**src/rtl/proc_seq_pkg.sv**
```systemverilog
// proc_seq_pkg: shared state encoding, slot geometry and register indices
package proc_seq_pkg;
    typedef enum logic [1:0] {IDLE, FETCH, ISSUE, WB} state_t;
    localparam int DATA_W_DEF  = 24;
    localparam int SLOT_W      = 3;
    localparam int NSLOT       = DATA_W_DEF / SLOT_W;
    localparam int CNT_REG_DEF = 8;
    localparam int PROC1       = 6;
    localparam int PROC2       = 7;
    localparam logic [SLOT_W-1:0] OP_END = 3'b000;
endpackage

```
**src/rtl/proc_seq_if.sv**
```systemverilog
// proc_seq_if: regfile read/write port and step handshake toward the move engine
interface proc_seq_if #(parameter int DATA_W = 24, parameter int ADDR_W = 4);
    logic [ADDR_W-1:0] rf_src;
    logic [DATA_W-1:0] rf_rdata;
    logic rf_we;
    logic [ADDR_W-1:0] rf_dst;
    logic [DATA_W-1:0] rf_wdata;
    logic step_valid;
    logic [proc_seq_pkg::SLOT_W-1:0] step_op;
    logic step_ready;
    modport master (output rf_src, rf_we, rf_dst, rf_wdata, step_valid, step_op,
                    input rf_rdata, step_ready);
    modport slave (input rf_src, rf_we, rf_dst, rf_wdata, step_valid, step_op,
                   output rf_rdata, step_ready);
endinterface

```
**src/rtl/proc_sequencer.sv**
```systemverilog
// proc_sequencer: fetches a procedure word, issues its 3-bit steps LSB first,
// then writes the executed-step count back to the regfile
module proc_sequencer
    import proc_seq_pkg::*;
#(
    parameter int DATA_W  = DATA_W_DEF,
    parameter int ADDR_W  = 4,
    parameter int CNT_REG = CNT_REG_DEF
) (
    input  logic              clk,
    input  logic              rst_n,
    input  logic              start,
    input  logic [ADDR_W-1:0] proc_addr,
    input  logic              abort,
    output logic              busy,
    output logic              done,
    proc_seq_if.master        bus
);
    localparam int CW = $clog2(NSLOT + 1);
    localparam logic [CW-1:0] LAST = CW'(NSLOT - 1);

    state_t state, state_nx;
    logic [DATA_W-1:0] shift;
    logic [CW-1:0] cnt;
    logic [ADDR_W-1:0] addr;
    logic hs;

    assign hs             = bus.step_valid & bus.step_ready;
    assign busy           = state != IDLE;
    assign done           = state == WB;
    assign bus.rf_src     = addr;
    assign bus.rf_we      = state == WB;
    assign bus.rf_dst     = (state == WB) ? ADDR_W'(CNT_REG) : '0;
    assign bus.rf_wdata   = (state == WB) ? DATA_W'(cnt) : '0;
    assign bus.step_valid = state == ISSUE;
    assign bus.step_op    = (state == ISSUE) ? shift[SLOT_W-1:0] : '0;

    always_ff @(posedge clk) begin
        if (!rst_n) state <= IDLE;
        else        state <= state_nx;
    end

    // The slot after the current one decides whether this handshake ends the procedure
    always_comb begin
        state_nx = state;
        unique case (state)
            IDLE:  state_nx = start ? FETCH : IDLE;
            FETCH: state_nx = abort ? IDLE : (bus.rf_rdata[SLOT_W-1:0] == OP_END) ? WB : ISSUE;
            ISSUE: state_nx = abort ? IDLE :
                              (hs && (shift[2*SLOT_W-1:SLOT_W] == OP_END || cnt == LAST)) ? WB : ISSUE;
            WB:    state_nx = IDLE;
        endcase
    end

    always_ff @(posedge clk) begin
        if (!rst_n) begin
            shift <= '0;
            cnt   <= '0;
            addr  <= '0;
        end else begin
            if (state == IDLE && start) begin
                addr <= proc_addr;
                cnt  <= '0;
            end
            if (state == FETCH) shift <= bus.rf_rdata;
            if (hs) begin
                shift <= shift >> SLOT_W;
                cnt   <= cnt + 1'b1;
            end
        end
    end
endmodule

```
**src/flat_wrapper.sv**
```systemverilog
// flat-port wrapper written by rule: the top's interface ports become plain ports
module proc_sequencer_flat import proc_seq_pkg::*;
#(
    parameter int DATA_W  = DATA_W_DEF,
    parameter int ADDR_W  = 4,
    parameter int CNT_REG = CNT_REG_DEF
)
  (clk, rst_n, start, proc_addr, abort, busy, done, bus_rf_src, bus_rf_we, bus_rf_dst, bus_rf_wdata, bus_step_valid, bus_step_op, bus_rf_rdata, bus_step_ready);
  proc_seq_if #(.DATA_W(DATA_W), .ADDR_W(ADDR_W)) bus_i ();
  input  logic clk;
  input  logic rst_n;
  input  logic start;
  input  logic [ADDR_W-1:0] proc_addr;
  input  logic abort;
  output logic busy;
  output logic done;
  output wire logic [$bits(bus_i.rf_src)-1:0] bus_rf_src;
  output wire logic [$bits(bus_i.rf_we)-1:0] bus_rf_we;
  output wire logic [$bits(bus_i.rf_dst)-1:0] bus_rf_dst;
  output wire logic [$bits(bus_i.rf_wdata)-1:0] bus_rf_wdata;
  output wire logic [$bits(bus_i.step_valid)-1:0] bus_step_valid;
  output wire logic [$bits(bus_i.step_op)-1:0] bus_step_op;
  input wire logic [$bits(bus_i.rf_rdata)-1:0] bus_rf_rdata;
  input wire logic [$bits(bus_i.step_ready)-1:0] bus_step_ready;
  assign bus_rf_src = bus_i.rf_src;
  assign bus_rf_we = bus_i.rf_we;
  assign bus_rf_dst = bus_i.rf_dst;
  assign bus_rf_wdata = bus_i.rf_wdata;
  assign bus_step_valid = bus_i.step_valid;
  assign bus_step_op = bus_i.step_op;
  assign bus_i.rf_rdata = bus_rf_rdata;
  assign bus_i.step_ready = bus_step_ready;
  proc_sequencer #(.DATA_W(DATA_W), .ADDR_W(ADDR_W), .CNT_REG(CNT_REG)) u_core (.clk(clk), .rst_n(rst_n), .start(start), .proc_addr(proc_addr), .abort(abort), .busy(busy), .done(done), .bus(bus_i));
endmodule
```
**config.mk**
```make
export PLATFORM = sky130hd
export DESIGN_NAME = proc_sequencer_flat
export DESIGN_NICKNAME = d
export VERILOG_FILES = /design/src/rtl/proc_seq_pkg.sv /design/src/rtl/proc_seq_if.sv /design/src/rtl/proc_sequencer.sv /design/src/flat_wrapper.sv
export SDC_FILE = /design/constraint.sdc
export NUM_CORES = 1
export LEC_CHECK = 0
export BUFFER_PORTS_ARGS = -buffer_cell sky130_fd_sc_hd__buf_2
export CAP_MARGIN = 40
export CORE_ASPECT_RATIO = 0.8
export CORE_MARGIN = 2
export CORE_UTILIZATION = 40
export DETAILED_ROUTE_END_ITERATION = 8
export PLACE_DENSITY = 0.67
export SETUP_SLACK_MARGIN = 0.1
export SYNTH_ARGS = -nofsm -noshare
export SYNTH_HDL_FRONTEND = slang
export SYNTH_SLANG_ARGS = --single-unit
```
**constraint.sdc**
```tcl
create_clock -name clk -period 1.4 [get_ports clk]
set_input_delay 0.14 -clock clk [delete_from_list [all_inputs] [get_ports clk]]
set_output_delay 0.14 -clock clk [all_outputs]
set_load 0.03 [all_outputs]
```
==> impl_metrics.env, run 1 <==
export IMPL_crit_type="flip-flop to output port"
export IMPL_hold_start="proc_addr[0]"
export IMPL_clock_sinks=34
export IMPL_wirelength_um=4130
export IMPL_layout_commonest_cell="buf_2"
export IMPL_drtPass1Iterations=4
export IMPL_dp_cells=300
export IMPL_async_flop_share=0
export IMPL_layout_common_cells="42 x buf_2, 32 x dfxtp_1, 30 x a21oi_1"
export IMPL_cap_viol_max_count=0
export IMPL_endpoint_kind="output port"
export IMPL_via_per_inst=4.94
export IMPL_rows=21
export IMPL_instances_no_fill=315
export IMPL_cts_tree="done"
export IMPL_r2r_end="u_core.cnt[3]"
export IMPL_fin_crit_ns=1.32
export IMPL_cts_root_buf="clkbuf_8"
export IMPL_worstPathMaxFanout=5
export IMPL_cts_hold_buffers=0
export IMPL_place_hpwl_um=2720
export IMPL_place_area_sq_um=1930
export IMPL_die_w_um=76.8
export IMPL_crit_buf_inv=2
export IMPL_cp_required_ns=1.26
export IMPL_wire_per_inst_um=13.1
export IMPL_fp_dieH_um=62.3
export IMPL_clkLatencyLatePin_ns=0.28
export IMPL_synth_cell_types=30
export IMPL_overflow=0
export IMPL_drtIter0Drc=95
export IMPL_use_met1=0.222
export IMPL_finalHoldViolCount=0
export IMPL_netlist_instances=201
export IMPL_coreArea_sq_um=4130
export IMPL_clock_path_buffers=2
export IMPL_synth_area_sq_um=1700
export IMPL_port_buffers=48
export IMPL_rr_worst_depth=3
export IMPL_numCtsBuffers=5
export IMPL_drc=0
export IMPL_crit_path_start_kind="flip-flop"
export IMPL_tns_ns=0
export IMPL_gp_congestion=0.766
export IMPL_num_antenna_cells=0
export IMPL_antenna_found_initial=0
export IMPL_reg2reg_slack_ns=0.12
export IMPL_finalSetupViolations=0
export IMPL_rsz0062_at_grt="yes"
export IMPL_seq_area_frac_synth=0.401
export IMPL_vias=1556
export IMPL_hold_path_depth=3
export IMPL_hold_end="u_core.bus.rf_src[0]"
export IMPL_critPathMostFrequentCell="buf_6"
export IMPL_avgSynthCellArea_sq_um=8.44
export IMPL_critPathTopFamily="flip-flops"
export IMPL_clkTransAtPathRegs_ns=0.07
export IMPL_fin_crit_sh=0.940
export IMPL_clock_skew_ns=0.00311
export IMPL_maxSlewViolCount=0
export IMPL_yosysWarnings=0
export IMPL_use_met2=0.247
export IMPL_max_freq_mhz=760
export IMPL_drive_above_1_share=0.357
export IMPL_initial_utilization=0.411
export IMPL_area_delta_synth_final_pct=28.2
export IMPL_cp_arrival_ns=1.18
export IMPL_crit_chain="buf_6 -> nor2b_4 -> and2_1 -> buf_6"
export IMPL_grt_busiest_layer="met2"
export IMPL_grt_pass1_wl_um=6260
export IMPL_synth_edff_count=0
export IMPL_fp_dieArea_sq_um=4780
export IMPL_whs_ns=0.0935
export IMPL_grt_max_degree=25
export IMPL_cp_slowest_cell="dfxtp_4"
export IMPL_hp_class="input pin to flip-flop"
export IMPL_first_global_vias=1368
export IMPL_grt_total_usage=0.163
export IMPL_cts_max_level=2
export IMPL_p_leak_nw=0.959
export IMPL_ys_flop_type="dfxtp_1"
export IMPL_power_density_nw_per_um2=993
export IMPL_worst_r2r_startpoint="u_core.state[0]"
export IMPL_met3_usage=0.0596
export IMPL_postRouteAntennaNets=0
export IMPL_peakVddDrop_v=0.000569
export IMPL_final_cell_area_sq_um=2180
export IMPL_ios=72
export IMPL_layout_nets=291
export IMPL_worst_path_largest_cell_delay_ns=0.36
export IMPL_postSynthRegisterBits=34
export IMPL_outcome="complete, no violations"
==> logic make-up (layout without fill, tap and decap cells) <==
logic type | count (synthesis) | after routing | synth area share
mux | 1 | 1 | 0.00885
buf+inv | 43 | 78 | 0.165
xor+xnor | 1 | 1 | 0.00516
flops | 34 | 34 | 0.401
compound gates | 55 | 55 | 0.202
other cells | 1 | 23 | 0.00221
fa+ha+maj | 1 | 1 | 0.00737
simple gates | 65 | 65 | 0.208
==> worst register-to-register path: stages (launching register included) <==
cell and delay, ns:
dfxtp_4 0.36, and3b_1 0.31, mux2_4 0.32, a211oi_2 0.21
==> flip-flops by register name, indices dropped and copies added, names as in the netlist <==
signal             cells
u_core.cnt             4
u_core.bus.rf_src      4
u_core.shift          24
u_core.state           2
==> layer usage <==
metal / vias up / share of wire
li1: 776 / -
met1: 726 / 0.47
met2: 52 / 0.47
met3: 2 / 0.060
met4: 0 / 0.0044
met5: - / 0
==> stage by stage <==
stage / utilization / setup slack [ns] / total power [mW]
floorplan: - / 0.130 / 1.35
global placement: 0.467 / 0.140 / 1.40
detailed placement: 0.467 / 0.0973 / 1.40
CTS: 0.510 / 0.0758 / 2.15
global route: 0.527 / 0.0110 / 2.27
finish: 0.527 / 0.0841 / 2.16
==> worst max-delay path by stage <==
stage                                from              end  slack, ns  cells past startpoint
after floorplan           u_core.state[1]   bus_step_op[0]       0.13                      3
after global routing      u_core.state[1]   bus_step_op[2]       0.01                      4
after detailed placement  u_core.state[0]  u_core.shift[6]        0.1                      4
final                     u_core.state[1]   bus_step_op[2]       0.08                      4
after global placement    u_core.state[0]  u_core.shift[6]       0.14                      4
after CTS                 u_core.state[1]   bus_step_op[0]       0.08                      4
==> timing repair <==
action	4_1_cts	5_1_grt
setup buffers	3	1
pin swaps	1	2
gates resized for setup	20	16
setup endpoints to repair	19	38
cloned	1	2
==> final cells by class <==
type / count / area [sq um]
repair buffers: 69 / 454
clock buffers: 7 / 86.3
multi-input cells: 146 / 867
inverters: 1 / 3.75
well taps: 57 / 71.3
flip-flops and latches: 34 / 688
clock inverters: 1 / 5.00
fillers: 419 / 1950
==> cell usage after synthesis, types with 2 or more instances <==
library cell,number,share of area
clkbuf_1,6,0.013
buf_4,27,0.12
nor2b_1,3,0.011
a22oi_1,21,0.093
dfxtp_1,34,0.40
nand2b_1,2,0.0074
nor3_1,2,0.0059
and3_1,5,0.018
and3b_1,2,0.010
nand2_1,17,0.038
a21oi_1,31,0.091
buf_2,8,0.024
nand3_1,23,0.068
and2_1,4,0.015
==> power breakdown <==
group | switching (mW) | internal, mW | total (mW)
combinational | 0.250 | 0.144 | 0.394
sequential | 0.0252 | 1.01 | 1.04
clock | 0.334 | 0.396 | 0.730
total | 0.609 | 1.55 | 2.16
Note: power is estimated with default switching activity, not from simulation.
==> run 2: changes to the inputs <==
SLEW_MARGIN = 20   (was not set)
clock period = 1.7 ns   (was 1.4 ns; I/O delays follow)
==> run 2 against run 1 <==
Clock power fell by 16%. Register-to-register slack better by 0.14 ns. Cell count down 4.4%. Sequential power shrank 17%. Hold slack improved by 0.027 ns. Global-route usage decreased by 0.29 points. Wire length shrank 11%. Clock skew grew 0.0037 ns. Setup slack improved by 0.17 ns. Critical path depth down 2. Cell area is 9.8% lower. Largest power group unchanged. Highest routed layer unchanged.
==> impl_metrics.env, run 2 (synthesis gave the netlist of run 1 again) <==
export IMPL_outcome="complete, no violations"
export IMPL_use_met1=0.220
export IMPL_power_density_nw_per_um2=886
export IMPL_grt_pass1_wl_um=6240
export IMPL_via_per_inst=4.86
export IMPL_largest_reg_flops=24
export IMPL_gp_congestion=0.804
export IMPL_wire_per_inst_um=12.2
export IMPL_final_cell_area_sq_um=1960
export IMPL_clock_skew_ns=0.00682
export IMPL_cp_required_ns=1.53
export IMPL_numCtsBuffers=5
export IMPL_endpoint_kind="output port"
export IMPL_final_core_util=0.476
export IMPL_drive_above_1_share=0.287
export IMPL_cts_tree="done"
export IMPL_grt_max_degree=25
export IMPL_peakVddDrop_v=0.000487
export IMPL_crit_type="flip-flop to output port"
export IMPL_worst_path_largest_cell_delay_ns=0.54
export IMPL_p_total_mw=1.74
export IMPL_postRouteAntennaNets=0
export IMPL_use_met2=0.235
export IMPL_grt_busiest_layer="met2"
export IMPL_clkLatencyLatePin_ns=0.29
export IMPL_layout_common_cells="48 x buf_2, 33 x dfxtp_1, 31 x a21oi_1"
export IMPL_cts_root_buf="clkbuf_8"
export IMPL_fp_dieArea_sq_um=4780
export IMPL_nFillCells=443
export IMPL_layout_commonest_cell="buf_2"
export IMPL_max_freq_mhz=690
export IMPL_drtPass1Iterations=5
export IMPL_top_register="u_core.shift"
export IMPL_pre_cts_ws_ns=0.289
export IMPL_vias=1464
export IMPL_fp_dieH_um=62.3
export IMPL_clock_sinks=34
export IMPL_drc=0
export IMPL_antenna_found_initial=0
export IMPL_ios=72
export IMPL_rows=21
export IMPL_worstPathMaxFanout=14
export IMPL_p_leak_nw=0.867
export IMPL_layout_nets=277
export IMPL_num_antenna_cells=0
export IMPL_cts_max_level=2
export IMPL_wirelength_um=3680
export IMPL_met3_usage=0.0552
export IMPL_overflow=0
export IMPL_port_buffers=48
export IMPL_fin_crit_ns=1.45
export IMPL_cap_viol_max_count=0
export IMPL_finalSetupViolations=0
export IMPL_cp_slowest_cell="dfxtp_1"
export IMPL_hp_class="input pin to flip-flop"
export IMPL_place_area_sq_um=1870
export IMPL_rsz0062_at_grt="no"
export IMPL_cp_arrival_ns=1.28
export IMPL_crit_chain="and2_1 -> buf_2"
export IMPL_worst_slack_ns=0.250
export IMPL_area_delta_synth_final_pct=15.6
export IMPL_coreArea_sq_um=4130
export IMPL_crit_path_start_kind="flip-flop"
export IMPL_cts_setup_buffers=0
export IMPL_tns_ns=0
export IMPL_maxSlewViolCount=0
export IMPL_drtIter0Drc=79
export IMPL_grt_total_usage=0.160
export IMPL_first_global_vias=1351
export IMPL_fin_crit_sh=0.853
export IMPL_clkTransAtPathRegs_ns=0.07
export IMPL_clock_path_buffers=2
export IMPL_initial_utilization=0.411
export IMPL_finalHoldViolCount=0
export IMPL_place_hpwl_um=2560
export IMPL_die_w_um=76.8
==> run 2: layout make-up <==
type,count,area [sq um],share of cell area
tap,57,71.3,0.0364
clock inverter,1,5.00,0.00255
sequential,34,682,0.348
multi-input combinational,146,821,0.418
timing repair buffer,55,293,0.149
clock buffer,7,86.3,0.0440
inverter,1,3.75,0.00191
==> run 2: what timing repair did <==
action,4_1_cts,5_1_grt
gates resized for setup,0,1
hold buffers,0,0
endpoints found under the setup margin,0,4
==> run 2: metrics by stage <==
stage / cells / hold WS (ns)
after CTS: 301 / 0.118
after global routing: 301 / 0.120
after floorplan: 223 / 0.305
final: 301 / 0.121
after global placement: 293 / 0.413
after detailed placement: 293 / 0.419
==> run 2: worst max-delay path, delay by kind of cell (launching register included) <==
family / cells / cell delay (ns)
buffers and inverters: 1 / 0.21
DFF: 1 / 0.54
and+or+nand+nor: 1 / 0.24
==> run 2: worst paths after layout <==
check	slack, ns	cells past startpoint	from	endpoint
max	0.25	2	u_core.state[0]	bus_rf_dst[3]
min	0.12	3	bus_rf_rdata[22]	u_core.shift[22]
max reg2reg	0.26	4	u_core.state[0]	u_core.shift[10]
min reg2reg	0.46	2	u_core.bus.rf_src[3]	u_core.bus.rf_src[3]
==> run 2: layer usage <==
metal  wire, um  vias up  share of wire
met3        286        7          0.078
met5          0        -              0
met4         38        0          0.010
met2       1570       59           0.43
met1       1780      654           0.48
li1           -      744              -
==> run 2: report_power, final <==
part | switching (mW) | total (mW) | internal (mW) | leakage [nW]
clock network | 0.285 | 0.612 | 0.326 | 0.0482
logic | 0.184 | 0.268 | 0.0836 | 0.541
registers | 0.0247 | 0.859 | 0.834 | 0.278
total | 0.494 | 1.74 | 1.24 | 0.867
